## src/rtl/board_dot_scan_if.sv

```systemverilog
// Bundle of board-state inputs and dot-matrix outputs for board_dot_scan.
// The master side loads a board; the slave side is the scanner.
interface board_dot_scan_if;
  logic [17:0] board_in;
  logic [8:0]  win_mask;
  logic        turn_o;
  logic        load;
  logic [9:0]  dot_row;
  logic [13:0] dot_col;
  logic        frame_done;

  modport master (
    output board_in, win_mask, turn_o, load,
    input  dot_row, dot_col, frame_done
  );

  modport slave (
    input  board_in, win_mask, turn_o, load,
    output dot_row, dot_col, frame_done
  );
endinterface

```

## src/rtl/board_dot_scan.sv

```systemverilog
// Row-multiplexed 10x14 dot-matrix scanner for a 3x3 X/O board with a
// turn-indicator status row and blinking of winning cells.
module board_dot_scan #(
  parameter int TICK_DIV     = 2500,
  parameter int BLINK_FRAMES = 32
) (
  input  logic             clk,
  input  logic             rst,
  board_dot_scan_if.slave  bus
);

  localparam int CNT_W = (TICK_DIV > 1) ? $clog2(TICK_DIV) : 1;
  localparam int BF_W  = (BLINK_FRAMES > 1) ? $clog2(BLINK_FRAMES) : 1;

  typedef struct packed {
    logic [17:0] board;
    logic [8:0]  mask;
    logic        turn;
  } dset_t;

  // One 4-column glyph row; MSB is the leftmost column of the cell.
  function automatic logic [3:0] glyph(input logic [1:0] code, input int gr);
    logic [3:0] g;
    g = 4'b0000;
    case (code)
      2'b01: g = (gr == 1) ? 4'b0110 : 4'b1001;
      2'b10: g = (gr == 1) ? 4'b1001 : 4'b0110;
      default: g = 4'b0000;
    endcase
    return g;
  endfunction

  function automatic logic [13:0] render(input logic [3:0] row, input dset_t d,
                                         input logic ph);
    logic [13:0] cols;
    logic [3:0]  g;
    logic [1:0]  code;
    int          cr;
    int          gr;
    int          k;
    cols = '0;
    if (row == 4'd9) begin
      cols = d.turn ? 14'h3C00 : 14'h000F;
    end else begin
      cols[4] = 1'b1;
      cols[9] = 1'b1;
      cr = int'(row) / 3;
      gr = int'(row) % 3;
      for (int c = 0; c < 3; c++) begin
        k    = 3 * cr + c;
        code = d.board[2*k +: 2];
        g    = glyph(code, gr);
        if (ph && d.mask[k]) g = 4'b0000;
        for (int i = 0; i < 4; i++) cols[5*c + i] = g[3-i];
      end
    end
    return cols;
  endfunction

  logic             live;
  logic [CNT_W-1:0] cnt;
  logic [3:0]       row_idx;
  logic             phase;
  logic [BF_W-1:0]  bf_cnt;
  dset_t            pending;
  dset_t            display;
  logic [9:0]       dot_row_p0;
  logic [13:0]      dot_col_p0;
  logic             frame_done_p0;

  logic             tick;
  logic             boundary;
  logic [CNT_W-1:0] cnt_nxt;
  logic [3:0]       row_nxt;
  logic             phase_nxt;
  logic [BF_W-1:0]  bf_nxt;
  dset_t            in_set;
  dset_t            pending_nxt;
  dset_t            display_nxt;

  // Outputs are rendered from next-state row/display/phase, so row and
  // column data always switch on the same edge.
  always_comb begin
    in_set      = '{board: bus.board_in, mask: bus.win_mask, turn: bus.turn_o};
    tick        = live && (cnt == CNT_W'(TICK_DIV - 1));
    boundary    = tick && (row_idx == 4'd9);
    cnt_nxt     = (!live || tick) ? '0 : cnt + 1'b1;
    row_nxt     = row_idx;
    if (tick) row_nxt = (row_idx == 4'd9) ? 4'd0 : row_idx + 4'd1;
    pending_nxt = bus.load ? in_set : pending;
    display_nxt = boundary ? pending_nxt : display;
    phase_nxt   = phase;
    bf_nxt      = bf_cnt;
    if (boundary) begin
      if (bf_cnt == BF_W'(BLINK_FRAMES - 1)) begin
        bf_nxt    = '0;
        phase_nxt = ~phase;
      end else begin
        bf_nxt    = bf_cnt + 1'b1;
      end
    end
  end

  always_ff @(posedge clk or posedge rst) begin
    if (rst) begin
      live          <= 1'b0;
      cnt           <= '0;
      row_idx       <= '0;
      phase         <= 1'b0;
      bf_cnt        <= '0;
      pending       <= '0;
      display       <= '0;
      dot_row_p0    <= '0;
      dot_col_p0    <= '0;
      frame_done_p0 <= 1'b0;
    end else begin
      live          <= 1'b1;
      cnt           <= cnt_nxt;
      row_idx       <= row_nxt;
      phase         <= phase_nxt;
      bf_cnt        <= bf_nxt;
      pending       <= pending_nxt;
      display       <= display_nxt;
      dot_row_p0    <= 10'd1 << row_nxt;
      dot_col_p0    <= render(row_nxt, display_nxt, phase_nxt);
      frame_done_p0 <= boundary;
    end
  end

  assign bus.dot_row    = dot_row_p0;
  assign bus.dot_col    = dot_col_p0;
  assign bus.frame_done = frame_done_p0;

endmodule

```

## src/flat_wrapper.sv

```systemverilog
// flat-port wrapper written by rule: the top's interface ports become plain ports
module board_dot_scan_flat 
#(
  parameter int TICK_DIV     = 2500,
  parameter int BLINK_FRAMES = 32
)
  (clk, rst, bus_board_in, bus_win_mask, bus_turn_o, bus_load, bus_dot_row, bus_dot_col, bus_frame_done);
  board_dot_scan_if bus_i ();
  input  logic clk;
  input  logic rst;
  input wire logic [$bits(bus_i.board_in)-1:0] bus_board_in;
  input wire logic [$bits(bus_i.win_mask)-1:0] bus_win_mask;
  input wire logic [$bits(bus_i.turn_o)-1:0] bus_turn_o;
  input wire logic [$bits(bus_i.load)-1:0] bus_load;
  output wire logic [$bits(bus_i.dot_row)-1:0] bus_dot_row;
  output wire logic [$bits(bus_i.dot_col)-1:0] bus_dot_col;
  output wire logic [$bits(bus_i.frame_done)-1:0] bus_frame_done;
  assign bus_i.board_in = bus_board_in;
  assign bus_i.win_mask = bus_win_mask;
  assign bus_i.turn_o = bus_turn_o;
  assign bus_i.load = bus_load;
  assign bus_dot_row = bus_i.dot_row;
  assign bus_dot_col = bus_i.dot_col;
  assign bus_frame_done = bus_i.frame_done;
  board_dot_scan #(.TICK_DIV(TICK_DIV), .BLINK_FRAMES(BLINK_FRAMES)) u_core (.clk(clk), .rst(rst), .bus(bus_i));
endmodule
```

## config.mk

```make
export PLATFORM = sky130hd
export DESIGN_NAME = board_dot_scan_flat
export DESIGN_NICKNAME = d
export VERILOG_FILES = /design/src/rtl/board_dot_scan_if.sv /design/src/rtl/board_dot_scan.sv /design/src/flat_wrapper.sv
export SDC_FILE = /design/constraint.sdc
export NUM_CORES = 1
export LEC_CHECK = 0
export CAP_MARGIN = 20
export CORE_ASPECT_RATIO = 1.75
export CORE_MARGIN = 3
export CORE_UTILIZATION = 45
export CTS_BUF_LIST = sky130_fd_sc_hd__clkbuf_4
export CTS_CLUSTER_SIZE = 16
export DETAILED_ROUTE_END_ITERATION = 12
export PLACE_DENSITY = 0.66
export REMOVE_ABC_BUFFERS = 1
export SLEW_MARGIN = 20
export SYNTH_ARGS = -nofsm -noshare
export SYNTH_HDL_FRONTEND = slang
export SYNTH_SLANG_ARGS = --single-unit
export TNS_END_PERCENT = 10
```

## constraint.sdc

```tcl
create_clock -name clk -period 10.6 [get_ports clk]
set_input_delay 2.12 -clock clk [delete_from_list [all_inputs] [get_ports clk]]
set_output_delay 2.12 -clock clk [all_outputs]
set_load 0.01 [all_outputs]
```

==> impl_metrics.env <==
export IMPL_synth_top_cell_area_share_pct=46.2
export IMPL_post_place_ws_ns=3.00
export IMPL_cap_violations=0
export IMPL_fmax_mhz=131
export IMPL_synth_cells=488
export IMPL_cts_tree="done"
export IMPL_postCtsResizedCells=0
export IMPL_hold_viol=0
export IMPL_yosysWarnings=0
export IMPL_critPathCaptureType="flip-flop"
export IMPL_intPower_uw=546
export IMPL_comb_power_share_pct=9.5
export IMPL_min_period_ns=7.65
export IMPL_ir_worst_vdd_uv=56.6
export IMPL_final_setup_worst_slack_ns=2.95
export IMPL_synth_edf_count=0
export IMPL_wl_per_cell_um=18.9
export IMPL_critPathRequiredTime_ns=10.94
export IMPL_pin_count=56
export IMPL_grt_first_pass_wirelength_um=20300
export IMPL_crit_buf_inv=2
export IMPL_yosysMostFrequentCell="dfrtp_1"
export IMPL_syn_avg_cell_area_um2=10.8
export IMPL_ant_nets=0
export IMPL_critPathMostFrequentCell="ha_1"
export IMPL_worst_slew_pin_slew_ns=0.899
export IMPL_slowest_delay_ns=0.58
export IMPL_synth_cell_type_count=68
export IMPL_vias=3815
export IMPL_ys_flop_type="dfrtp_1"
export IMPL_port_buffers=55
export IMPL_grt_pass1_vias=3957
export IMPL_core_um2=11300
export IMPL_area_growth_pct=15.1
export IMPL_synth_common_cells="dfrtp_1, mux2_2, nand2_1, nor2_1, inv_1"
export IMPL_seq_area_frac_synth_pct=46.2
export IMPL_p_switching_uw=162
export IMPL_cts_sinks=97
export IMPL_p_leak_uw=0.00290
export IMPL_p_clk_share_pct=34.9
export IMPL_synth_seq_cells=97
export IMPL_status="completed"
export IMPL_place_hpwl_um=9800
export IMPL_hold_start="u_core.cnt[0]"
export IMPL_clk_pin_slew_worst_paths_ns=0.15
export IMPL_crit_start="u_core.cnt[9]"
export IMPL_worstSkewPairLatency_ns=0.45
export IMPL_root_buffer="clkbuf_4"
export IMPL_start_util_pct=46.5
export IMPL_critPathLaunchType="flip-flop"
export IMPL_power_density_nw_per_um2=117
export IMPL_synth_cell_area_um2=5260
export IMPL_path_class="reg2reg"
export IMPL_clockBufferDepth=2
export IMPL_fp_dieW_um=87.7
export IMPL_finClkSkew_ns=0.0257
export IMPL_async_reset_ff_share_pct=100
export IMPL_cts_inserted_buffers=9
export IMPL_netlist_top_cells_area="dfrtp_1, mux2_2, mux2i_1"
export IMPL_worstHoldPathType="reg2reg"
export IMPL_nNetsFinal=575
export IMPL_p_sw_share_pct=22.8
export IMPL_drt_iter0_drc=241
export IMPL_rows=51
export IMPL_power_share_sequential_pct=55.6
export IMPL_die_h_um=149
export IMPL_cts_htree_levels=3
export IMPL_slew_headroom_pct=40.1
export IMPL_first_pass_iters=4
export IMPL_grt_ovfl_total=0
export IMPL_grt_start_max_net_pins=64
export IMPL_slew_violations=0
export IMPL_rr_startpoint="u_core.cnt[9]"
export IMPL_antenna_found_initial=1
export IMPL_cp_arrival_ns=7.99
export IMPL_cp_max_fo=19
export IMPL_dieArea_um2=13100
export IMPL_final_period_utilization_pct=72.2
export IMPL_yosysTopAreaCell="dfrtp_1"
export IMPL_drc_errors=0
export IMPL_drive_gt1_share_pct=16.4
export IMPL_cts_repair_timing_setup_buffer_count=0
export IMPL_critPathTopFamily="simple AND/OR/NAND/NOR gates"
export IMPL_slowest_stage="or4_4"
export IMPL_routed_wl_um=12700
export IMPL_gp_congestion=0.870
export IMPL_track_usage_pct=20.4
export IMPL_drt_vias_per_instance=5.70
export IMPL_cts_hold_buf=0
export IMPL_rsz0062_at_grt="no"
export IMPL_finalSetupViolCount=0
export IMPL_tns_ns=0
worst reg2reg max path, delay by kind of cell (launching register included):
family	cells	cell delay [ns]
AND/OR/NAND/NOR	14	3.62
flip-flops	1	0.48
buffers and inverters	2	0.27
AO/OA/AOI/OAI	7	1.28
adder cells (fa/ha/maj)	5	1.74
multiplexers	1	0.14
placed cells by master (no fill, tap or decap), types with 5 or more instances in the layout:
cell type / instances
a211oi_1: 5
a21oi_1: 8
and3_1: 9
clkbuf_4: 10
clkdlybuf4s50_1: 55
dfrtp_1: 97
ha_1: 13
inv_1: 29
mux2_2: 41
mux2i_1: 28
mux4_2: 8
nand2_1: 34
nand2b_1: 11
nand3_1: 19
nor2_1: 33
nor3_1: 14
o21ai_0: 24
xnor2_1: 13
xor2_1: 10
per-stage QoR:
| step | hold WS [ns] | total power [µW] | cell area (µm²) | util, % | instances |
|---|---|---|---|---|---|
| global placement | 0.460 | 467 | 5860 | 51.9 | 652 |
| finish | 0.498 | 708 | 6050 | 53.6 | 669 |
| global route | 0.525 | 741 | 6050 | 53.6 | 669 |
| detailed placement | 0.470 | 469 | 5860 | 51.9 | 652 |
| CTS | 0.495 | 721 | 6050 | 53.6 | 668 |
| floorplan | 0.443 | 438 | 5110 | - | 461 |
state kept, by name, indices dropped and copies added, names as in the netlist, 4 cells and up:
register            flops
u_core.bus.dot_col      7
u_core.bus.dot_row     10
u_core.row_idx          4
u_core.bf_cnt           5
u_core.cnt             12
u_core.pending         28
u_core.display         28
final timing paths:
| check | depth (start not counted) | slack (ns) | endpoint |
|---|---|---|---|
| max | 29 | 2.95 | u_core.bus.dot_col[12] |
| min | 1 | 0.50 | u_core.cnt[0] |
| max reg2reg | 29 | 2.95 | u_core.bus.dot_col[12] |
| min reg2reg | 1 | 0.50 | u_core.cnt[0] |
| max in group asynchronous | 3 | 7.47 | u_core.display[26] |
| min in group asynchronous | 2 | 2.00 | u_core.display[18] |
power groups by stage:
stage	registers, µW	clock network (µW)	logic (µW)
floorplan	400	0	37.3
global placement	400	0	66.8
detailed placement	401	0	68.1
CTS	394	258	68.4
global route	396	271	74.3
finish	394	247	67.1
layout make-up:
| class | count | area [µm²] |
|---|---|---|
| Sequential cell | 97 | 2430 |
| Antenna cell | 1 | 2.50 |
| Clock buffer | 10 | 75.1 |
| Tap cell | 132 | 165 |
| Timing Repair Buffer | 59 | 581 |
| Inverter | 32 | 130 |
| Fill cell | 1015 | 5240 |
| Multi-Input combinational cell | 332 | 2560 |
| Clock inverter | 6 | 113 |
cells by family (layout without fill, tap and decap cells):
kind of cell,count (synthesis),after routing,synth area share [%]
AOI/OAI and AO/OA,68,68,8.83
DFF,97,97,46.2
muxes,78,78,17.8
and+or+nand+nor,149,149,15.0
adders and majority gates,13,13,3.09
buffers and inverters,59,107,5.19
other,1,2,0.0713
xor gates and xnor gates,23,23,3.83
per-layer routing:
metal / wire length [µm] / vias up / GRT usage, %
met5: 0 / - / 0
met3: 495 / 27 / 3.59
li1: - / 1811 / -
met4: 566 / 0 / 9.37
met1: 4590 / 1869 / 22.6
met2: 7010 / 108 / 37.0
No activity file was read; power rests on OpenSTA's default activity.
